**src/rtl/mc_controller_pkg.sv**
```systemverilog
// Shared encodings for the multicycle MIPS-subset controller: FSM states,
// opcodes, R-type function codes, aluop classes and ALU F codes.
package mc_pkg;

   typedef enum logic [3:0] {
      FETCH   = 4'd0,
      DECODE  = 4'd1,
      MEMADR  = 4'd2,
      MEMRD   = 4'd3,
      MEMWB   = 4'd4,
      MEMWR   = 4'd5,
      EXECUTE = 4'd6,
      ALUWB   = 4'd7,
      BRANCH  = 4'd8,
      ADDIEX  = 4'd9,
      ADDIWB  = 4'd10,
      JUMP    = 4'd11
   } statetype;

   localparam logic [5:0] OP_LW    = 6'b100011;
   localparam logic [5:0] OP_SW    = 6'b101011;
   localparam logic [5:0] OP_RTYPE = 6'b000000;
   localparam logic [5:0] OP_BEQ   = 6'b000100;
   localparam logic [5:0] OP_ADDI  = 6'b001000;
   localparam logic [5:0] OP_J     = 6'b000010;

   localparam logic [5:0] FN_ADD = 6'b100000;
   localparam logic [5:0] FN_SUB = 6'b100010;
   localparam logic [5:0] FN_AND = 6'b100100;
   localparam logic [5:0] FN_OR  = 6'b100101;
   localparam logic [5:0] FN_SLT = 6'b101010;
   localparam logic [5:0] FN_NOR = 6'b100111;

   localparam logic [1:0] ALUOP_ADD   = 2'b00;
   localparam logic [1:0] ALUOP_SUB   = 2'b01;
   localparam logic [1:0] ALUOP_FUNCT = 2'b10;

   // The 100 slot computes A & ~B on this ALU; 011 yields a constant 0.
   localparam logic [2:0] ALU_AND  = 3'b000;
   localparam logic [2:0] ALU_OR   = 3'b001;
   localparam logic [2:0] ALU_ADD  = 3'b010;
   localparam logic [2:0] ALU_ZERO = 3'b011;
   localparam logic [2:0] ALU_ANDN = 3'b100;
   localparam logic [2:0] ALU_SUB  = 3'b110;
   localparam logic [2:0] ALU_SLT  = 3'b111;

endpackage

```
**src/rtl/mc_controller_alu_decoder.sv**
```systemverilog
// Combinational map from aluop class and R-type funct onto the ALU F code.
module alu_decoder
   import mc_pkg::*;
(
   input  logic [1:0] aluop,
   input  logic [5:0] funct,
   output logic [2:0] alucontrol
);

   always_comb begin
      alucontrol = ALU_ADD;
      case (aluop)
         ALUOP_SUB: alucontrol = ALU_SUB;
         ALUOP_FUNCT: begin
            case (funct)
               FN_ADD:  alucontrol = ALU_ADD;
               FN_SUB:  alucontrol = ALU_SUB;
               FN_AND:  alucontrol = ALU_AND;
               FN_OR:   alucontrol = ALU_OR;
               FN_SLT:  alucontrol = ALU_SLT;
               FN_NOR:  alucontrol = ALU_ANDN;
               default: alucontrol = ALU_ZERO;
            endcase
         end
         default: alucontrol = ALU_ADD;
      endcase
   end

endmodule

```
**src/rtl/mc_controller.sv**
```systemverilog
// Moore control FSM for the multicycle datapath; outputs decode the current
// state, with write strobes suppressed and FETCH selects shown during reset.
module mc_controller
   import mc_pkg::*;
(
   input  logic       clk,
   input  logic       reset,
   input  logic [5:0] op,
   input  logic [5:0] funct,
   input  logic       zero,
   output logic       pcen,
   output logic       irwrite,
   output logic       memwrite,
   output logic       regwrite,
   output logic       iord,
   output logic       memtoreg,
   output logic       regdst,
   output logic       alusrca,
   output logic [1:0] alusrcb,
   output logic [1:0] pcsrc,
   output logic [2:0] alucontrol
);

   statetype   state_reg, state_next;
   logic       pcwrite, branch;
   logic [1:0] aluop;

   always_ff @(posedge clk) begin
      if (reset) state_reg <= FETCH;
      else       state_reg <= state_next;
   end

   always_comb begin
      state_next = FETCH;
      case (state_reg)
         FETCH:  state_next = DECODE;
         DECODE: begin
            case (op)
               OP_LW, OP_SW: state_next = MEMADR;
               OP_RTYPE:     state_next = EXECUTE;
               OP_BEQ:       state_next = BRANCH;
               OP_ADDI:      state_next = ADDIEX;
               OP_J:         state_next = JUMP;
               default:      state_next = FETCH;
            endcase
         end
         MEMADR:  state_next = (op == OP_LW) ? MEMRD : MEMWR;
         MEMRD:   state_next = MEMWB;
         EXECUTE: state_next = ALUWB;
         ADDIEX:  state_next = ADDIWB;
         default: state_next = FETCH;
      endcase
   end

   always_comb begin
      pcwrite  = 1'b0;
      branch   = 1'b0;
      irwrite  = 1'b0;
      memwrite = 1'b0;
      regwrite = 1'b0;
      iord     = 1'b0;
      memtoreg = 1'b0;
      regdst   = 1'b0;
      alusrca  = 1'b0;
      alusrcb  = 2'b00;
      pcsrc    = 2'b00;
      aluop    = ALUOP_ADD;
      case (state_reg)
         FETCH: begin
            irwrite = 1'b1;
            pcwrite = 1'b1;
            alusrcb = 2'b01;
         end
         DECODE: alusrcb = 2'b11;
         MEMADR, ADDIEX: begin
            alusrca = 1'b1;
            alusrcb = 2'b10;
         end
         MEMRD: iord = 1'b1;
         MEMWB: begin
            regwrite = 1'b1;
            memtoreg = 1'b1;
         end
         MEMWR: begin
            iord     = 1'b1;
            memwrite = 1'b1;
         end
         EXECUTE: begin
            alusrca = 1'b1;
            aluop   = ALUOP_FUNCT;
         end
         ALUWB: begin
            regwrite = 1'b1;
            regdst   = 1'b1;
         end
         ADDIWB: regwrite = 1'b1;
         BRANCH: begin
            alusrca = 1'b1;
            aluop   = ALUOP_SUB;
            pcsrc   = 2'b01;
            branch  = 1'b1;
         end
         JUMP: begin
            pcsrc   = 2'b10;
            pcwrite = 1'b1;
         end
         default: ;
      endcase
      // Reset overrides whatever state is held so an abandoned instruction never writes.
      if (reset) begin
         pcwrite  = 1'b0;
         branch   = 1'b0;
         irwrite  = 1'b0;
         memwrite = 1'b0;
         regwrite = 1'b0;
         iord     = 1'b0;
         memtoreg = 1'b0;
         regdst   = 1'b0;
         alusrca  = 1'b0;
         alusrcb  = 2'b01;
         pcsrc    = 2'b00;
         aluop    = ALUOP_ADD;
      end
      pcen = pcwrite | (branch & zero);
   end

   alu_decoder u_alu_decoder (
      .aluop      (aluop),
      .funct      (funct),
      .alucontrol (alucontrol)
   );

endmodule

```
**config.mk**
```make
export PLATFORM = sky130hd
export DESIGN_NAME = mc_controller
export DESIGN_NICKNAME = d
export VERILOG_FILES = /design/src/rtl/mc_controller_pkg.sv /design/src/rtl/mc_controller_alu_decoder.sv /design/src/rtl/mc_controller.sv
export SDC_FILE = /design/constraint.sdc
export NUM_CORES = 1
export LEC_CHECK = 0
export ABC_AREA = 0
export ABC_CLOCK_PERIOD_IN_PS = 2500
export CORE_MARGIN = 2
export CORE_UTILIZATION = 39
export CTS_CLUSTER_SIZE = 25
export DETAILED_ROUTE_END_ITERATION = 12
export GPL_TIMING_DRIVEN = 0
export PLACE_DENSITY = 0.87
export SYNTH_ARGS = -nofsm -noshare
export SYNTH_HDL_FRONTEND = slang
export SYNTH_SLANG_ARGS = --single-unit
```
**constraint.sdc**
```tcl
create_clock -name clk -period 2.5 [get_ports clk]
set_clock_uncertainty 0.2 [all_clocks]
set_input_delay 0.375 -clock clk [delete_from_list [all_inputs] [get_ports clk]]
set_output_delay 0.375 -clock clk [all_outputs]
set_load 0.02 [all_outputs]
```
# Word level (Yosys, flattened, before mapping)
# Cells that the tools add are included.
# word_totals
word_cells	64
out_inout_bits	15
inputBits	15
regBits	4
# op_classes
n_bitwise	2
reduce_logical	8
n_eq_ne	24
muxes	29
# ops
op	n
$eq 6x6->1 const B	8
$pmux 4 s6	1
$pmux 4 s5	1
$mux 1	18
$pmux 3 s6	1
$eq 4x3->1 const B	4
$eq 4x4->1 const B	4
$eq 4x2->1 const B	2
$pmux 2 s2	2
$reduce_or 2->1	4
$eq 6x2->1 const B	1
$eq 6x3->1 const B	1
$eq 6x4->1 const B	1
$logic_not 6->1	1
$mux 2	3
$pmux 2 s3	1
$pmux 3 s2	1
$eq 4x1->1 const B	1
$logic_not 4->1	1
$reduce_or 4->1	1
$mux 3	1
$reduce_or 3->1	1
$eq 2x1->1 const B	1
$eq 2x2->1 const B	1
other kinds (2)	2

# Depth between registers and ports, before layout
# depth
depth_word	5
mapped_depth	7

# By module
# Synthesis repeated with hierarchy kept, for this count alone.
# hier_totals
cells_unflattened	80
area_unflattened_um2	579.3
# by_module_without_submodules
mod	area_each_um2	cells_each	seq_area_each_um2	n_inst
mc_controller	456.7	63	80.1	1
alu_decoder	122.6	17	0.0	1

# Least setup slack after synthesis
# OpenSTA, ideal clock, no wires.
# synth_path
path_kind	reg2out
from	register state_reg[3]
to	output port alucontrol[0]
arrival_time_ns	1.722
path_stages_with_launch	8
path_buffers	1
setup_slack_ns	0.203
path_cell_list	dfxtp_1 > clkbuf_1 > nand2b_1 > or3_1 > inv_1 > ha_1 > nand2b_1 > a21oi_1
# synth_between
elab_chain_len	5
# synth_rtl
element	line_no	text
from (decl)	mc_controller.sv:24	statetype state_reg, state_next;
from (signal assigned)	mc_controller.sv:30	else state_reg <= state_next;
$eq 4x4->1 / $eq 4x3->1 (equally long branches)	mc_controller.sv:68	case (state_reg)
$pmux 2 s2 (*)	mc_controller.sv:68	
$mux 2 (*)	mc_controller.sv:110	if (reset) begin
$eq 2x2->1 / $eq 2x1->1 (equally long branches)	mc_controller_alu_decoder.sv:12	case (aluop)
$pmux 3 s2 (*)	mc_controller_alu_decoder.sv:12	
to (decl)	mc_controller.sv:21	output logic [2:0] alucontrol
# Mark *: on every way between the ends. The rest lies on a longest branch, timed or not.

# Final worst setup path
# layout_path
from	input port reset
to	output port pcsrc[0]
# layout_between
elab_chain_len	1
# layout_rtl
element	line_no	text
from (decl)	mc_controller.sv:7	input logic reset,
$mux 2	mc_controller.sv:110	
to (decl)	mc_controller.sv:20	output logic [1:0] pcsrc,
# No other way between the ends.

==> impl_metrics.yaml <==
run_status:
  outcome: "finished clean"
critical_path:
  critPathCaptureType: "primary output"
  worst-path-max-fanout: 4
  cp-start-kind: "input port"
  ff2ff_setup_slack_ps: 820
  setup.worst_path.class: "in -> out"
  cp_data_required_time_ps: 1920
  critPathArrivalTime_ps: 1870
  reg2regPathDepth: 4
  rr_startpoint: "state_reg[0]$_SDFF_PP0_"
  timing.rr.end: "state_reg[2]$_SDFF_PP0_"
finish:
  largest_register_ffs: 4
  final.fill_count: 133
  area_growth_pct: 67.02
  final_area_um2: 988.4
  num_antenna_cells: 0
  nNetsFinal: 143
  drive_above_1_share: 0.2016
route:
  drt-initial-drc-count: 13
  drt_first_pass_iters: 4
  wire_length_per_cell_um: 12.97
  route.vias.total: 760
  route.met2.wl_um: 968
  ant_nets: 0
  highest_metal_layer_with_signal_wires: "met3"
  met3_routed_wl_um: 106
  met1_length_um: 741
  drc_errors: 0
  route.detailed.vias_per_inst: 5.429
  detail_route.wirelength_mm: 1.816
clock_network:
  clock_tree_from_tritoncts: "built"
  cts_hold_buf: 0
  worst_skew_pair.late_latency_ps: 240
  htree_levels: 1
  clk_pin_slew_ps: 40
  cts_root_buffer: "clkbuf_4"
  clock_sink_count: 4
  cts_buffers: 3
  ctsLongestPathBuffers: 2
synth:
  postSynthNetCount: 108
  synth_top_flop_cell: "dfxtp_1"
  netlist-cell-type-count: 31
  synth.yosys.warnings: 0
  synth-seq-area-share: 0.1353
  synth-edff-count: 0
  synth.avg_cell_area_um2: 6.503
  ys_ff_latch: 4
  post_synthesis_cell_area_um2: 591.8
  synth_async_sr_flop_share: 0
  synth_cells: 91
pwr:
  cellLeakagePower_nw: 0.4076
  p_per_area_nw_per_um2: 238.6
  ir_drop_v: 0.0002936
floorplan:
  die-height_um: 42.96
  die_width_um: 42.96
  floorplan.rows: 14
  initial_utilization: 0.4022
  core_ar_um2: 1471
  boundary_pins: 30
  die-area_um2: 1845
sta:
  min_period_over_period: 0.9794
  rsz_0062_raised_after_global_routing: "false"
  final-setup-viol-count: 0
  worstMarginPinSlew_ps: 357.3
  timing_hold_violations_final: 0
  timing.max_slew.rel_slack: 0.7584
  min_period_ps: 2449
  drv_slew: 0
  timing.fmax_mhz: 408.4
  final_critical_path_setup_slack_ps: 51.50
global_routing:
  largest_net_degree_at_the_start_of_global_routing: 11
  antenna_found_initial: 0
  grt_first_pass_wirelength_mm: 2.960
  grt_remaining_overflow: 0
  grt_pass1_vias: 723
  grt_usage: 0.2108
placed_design:
  port-buffer-count: 29
  routability_driven_placement_congestion_ratio: 0.8091
  pre_cts_slack_ps: -741.2
  dp_hpwl_mm: 1.249
  placed_cell_area_um2: 902.1
min_path:
  whs_endpoint: "state_reg[0]$_SDFF_PP0_"
  timing.hold.worst.class: "reg -> reg"
  hold_path_depth: 3
  timing.hold.worst.start: "state_reg[3]$_SDFF_PP0_"
job:
  drv_cap: 0
## critical path, stage by stage
cell and delay [ps]:
dlygate4sd2_1 250, clkbuf_8 140, nor4_2 250, nand2_1 140, inv_1 110, clkdlybuf4s50_1 600
## cell type report
type	count	area, um2	area share
multi-input cells	78	510.5	0.5165
repair buffers	31	295.3	0.2987
flip-flops and latches	4	83.83	0.08481
plain buffers	5	45.04	0.04557
clock buffers	3	22.52	0.02278
well taps	16	20.02	0.02025
inverters	3	11.26	0.01139
## layer usage
metal,GRT usage,up-vias
met5,0,-
met2,0.4030,29
met4,0.04848,0
met3,0.05532,0
li1,-,395
met1,0.2268,336
## worst max-delay path by stage
stage,startpoint,depth (start not counted),to,slack [ps]
2_1_floorplan,state_reg[3]$_SDFF_PP0_,7,alucontrol[0],200
3_5_place_dp,reset,8,alucontrol[0],-740
4_1_cts,reset,9,alucontrol[2],30
5_1_grt,reset,6,pcsrc[0],1
6_report,reset,6,pcsrc[0],50
3_3_place_gp,reset,8,alucontrol[0],-720
## synth_stat cells (all sizes together) (2+ instances only)
cell	instances	area share
a21oi	5	0.042
a31oi	4	0.042
buf	2	0.032
clkbuf	4	0.025
dfxtp	4	0.14
ha	2	0.042
inv	3	0.019
nand2	6	0.038
nand2b	6	0.063
nand3	2	0.017
nand3b	3	0.038
nor2	14	0.089
nor2b	4	0.042
nor3	8	0.068
nor4	2	0.021
o21ai	3	0.025
or3	3	0.032
xor2	4	0.059
## through the flow
step                power, mW  setup TNS, ps  cells  hold WS [ps]    util
detailed placement     0.1513          -2865    136         442.0  0.6131
finish                 0.2358              0    140         434.3  0.6718
floorplan              0.1092              0     91         368.3       -
CTS                    0.2384              0    140         459.7  0.6667
global route           0.2522              0    140         474.3  0.6718
global placement       0.1493          -2744    136         427.9  0.6131
## kinds of logic (layout without fill, tap and decap cells)
family | Yosys count | in the layout | share of synthesized area
flip-flops | 4 | 4 | 0.1353
AND/OR/NAND/NOR | 54 | 54 | 0.4926
adder cells (fa/ha/maj) | 2 | 2 | 0.04228
XOR/XNOR | 5 | 5 | 0.07399
buffers and inverters | 9 | 42 | 0.07610
AO/OA/AOI/OAI | 17 | 17 | 0.1797
## cell usage in the layout (no fill, tap or decap), types with 4 or more instances in the layout
cell type        instances
clkdlybuf4s50_1         22
nand2_1                  6
buf_4                    4
a31oi_1                  4
nand2b_1                 4
nor3_1                   7
a21oi_1                  5
clkbuf_4                 4
nor2b_1                  4
xor2_1                   4
nor2_1                  14
## what timing repair did
action	in CTS	in global routing
setup endpoints to repair	14	9
hold endpoints to repair	0	0
pin swaps	1	0
resized for setup	26	6
setup buffers	2	0
## power breakdown
group | switching [mW] | internal (mW)
combinational | 0.0388 | 0.0483
clock | 0.0261 | 0.0537
sequential | 0.00278 | 0.0662
total | 0.0677 | 0.168
No activity file was read; power rests on OpenSTA's default activity.
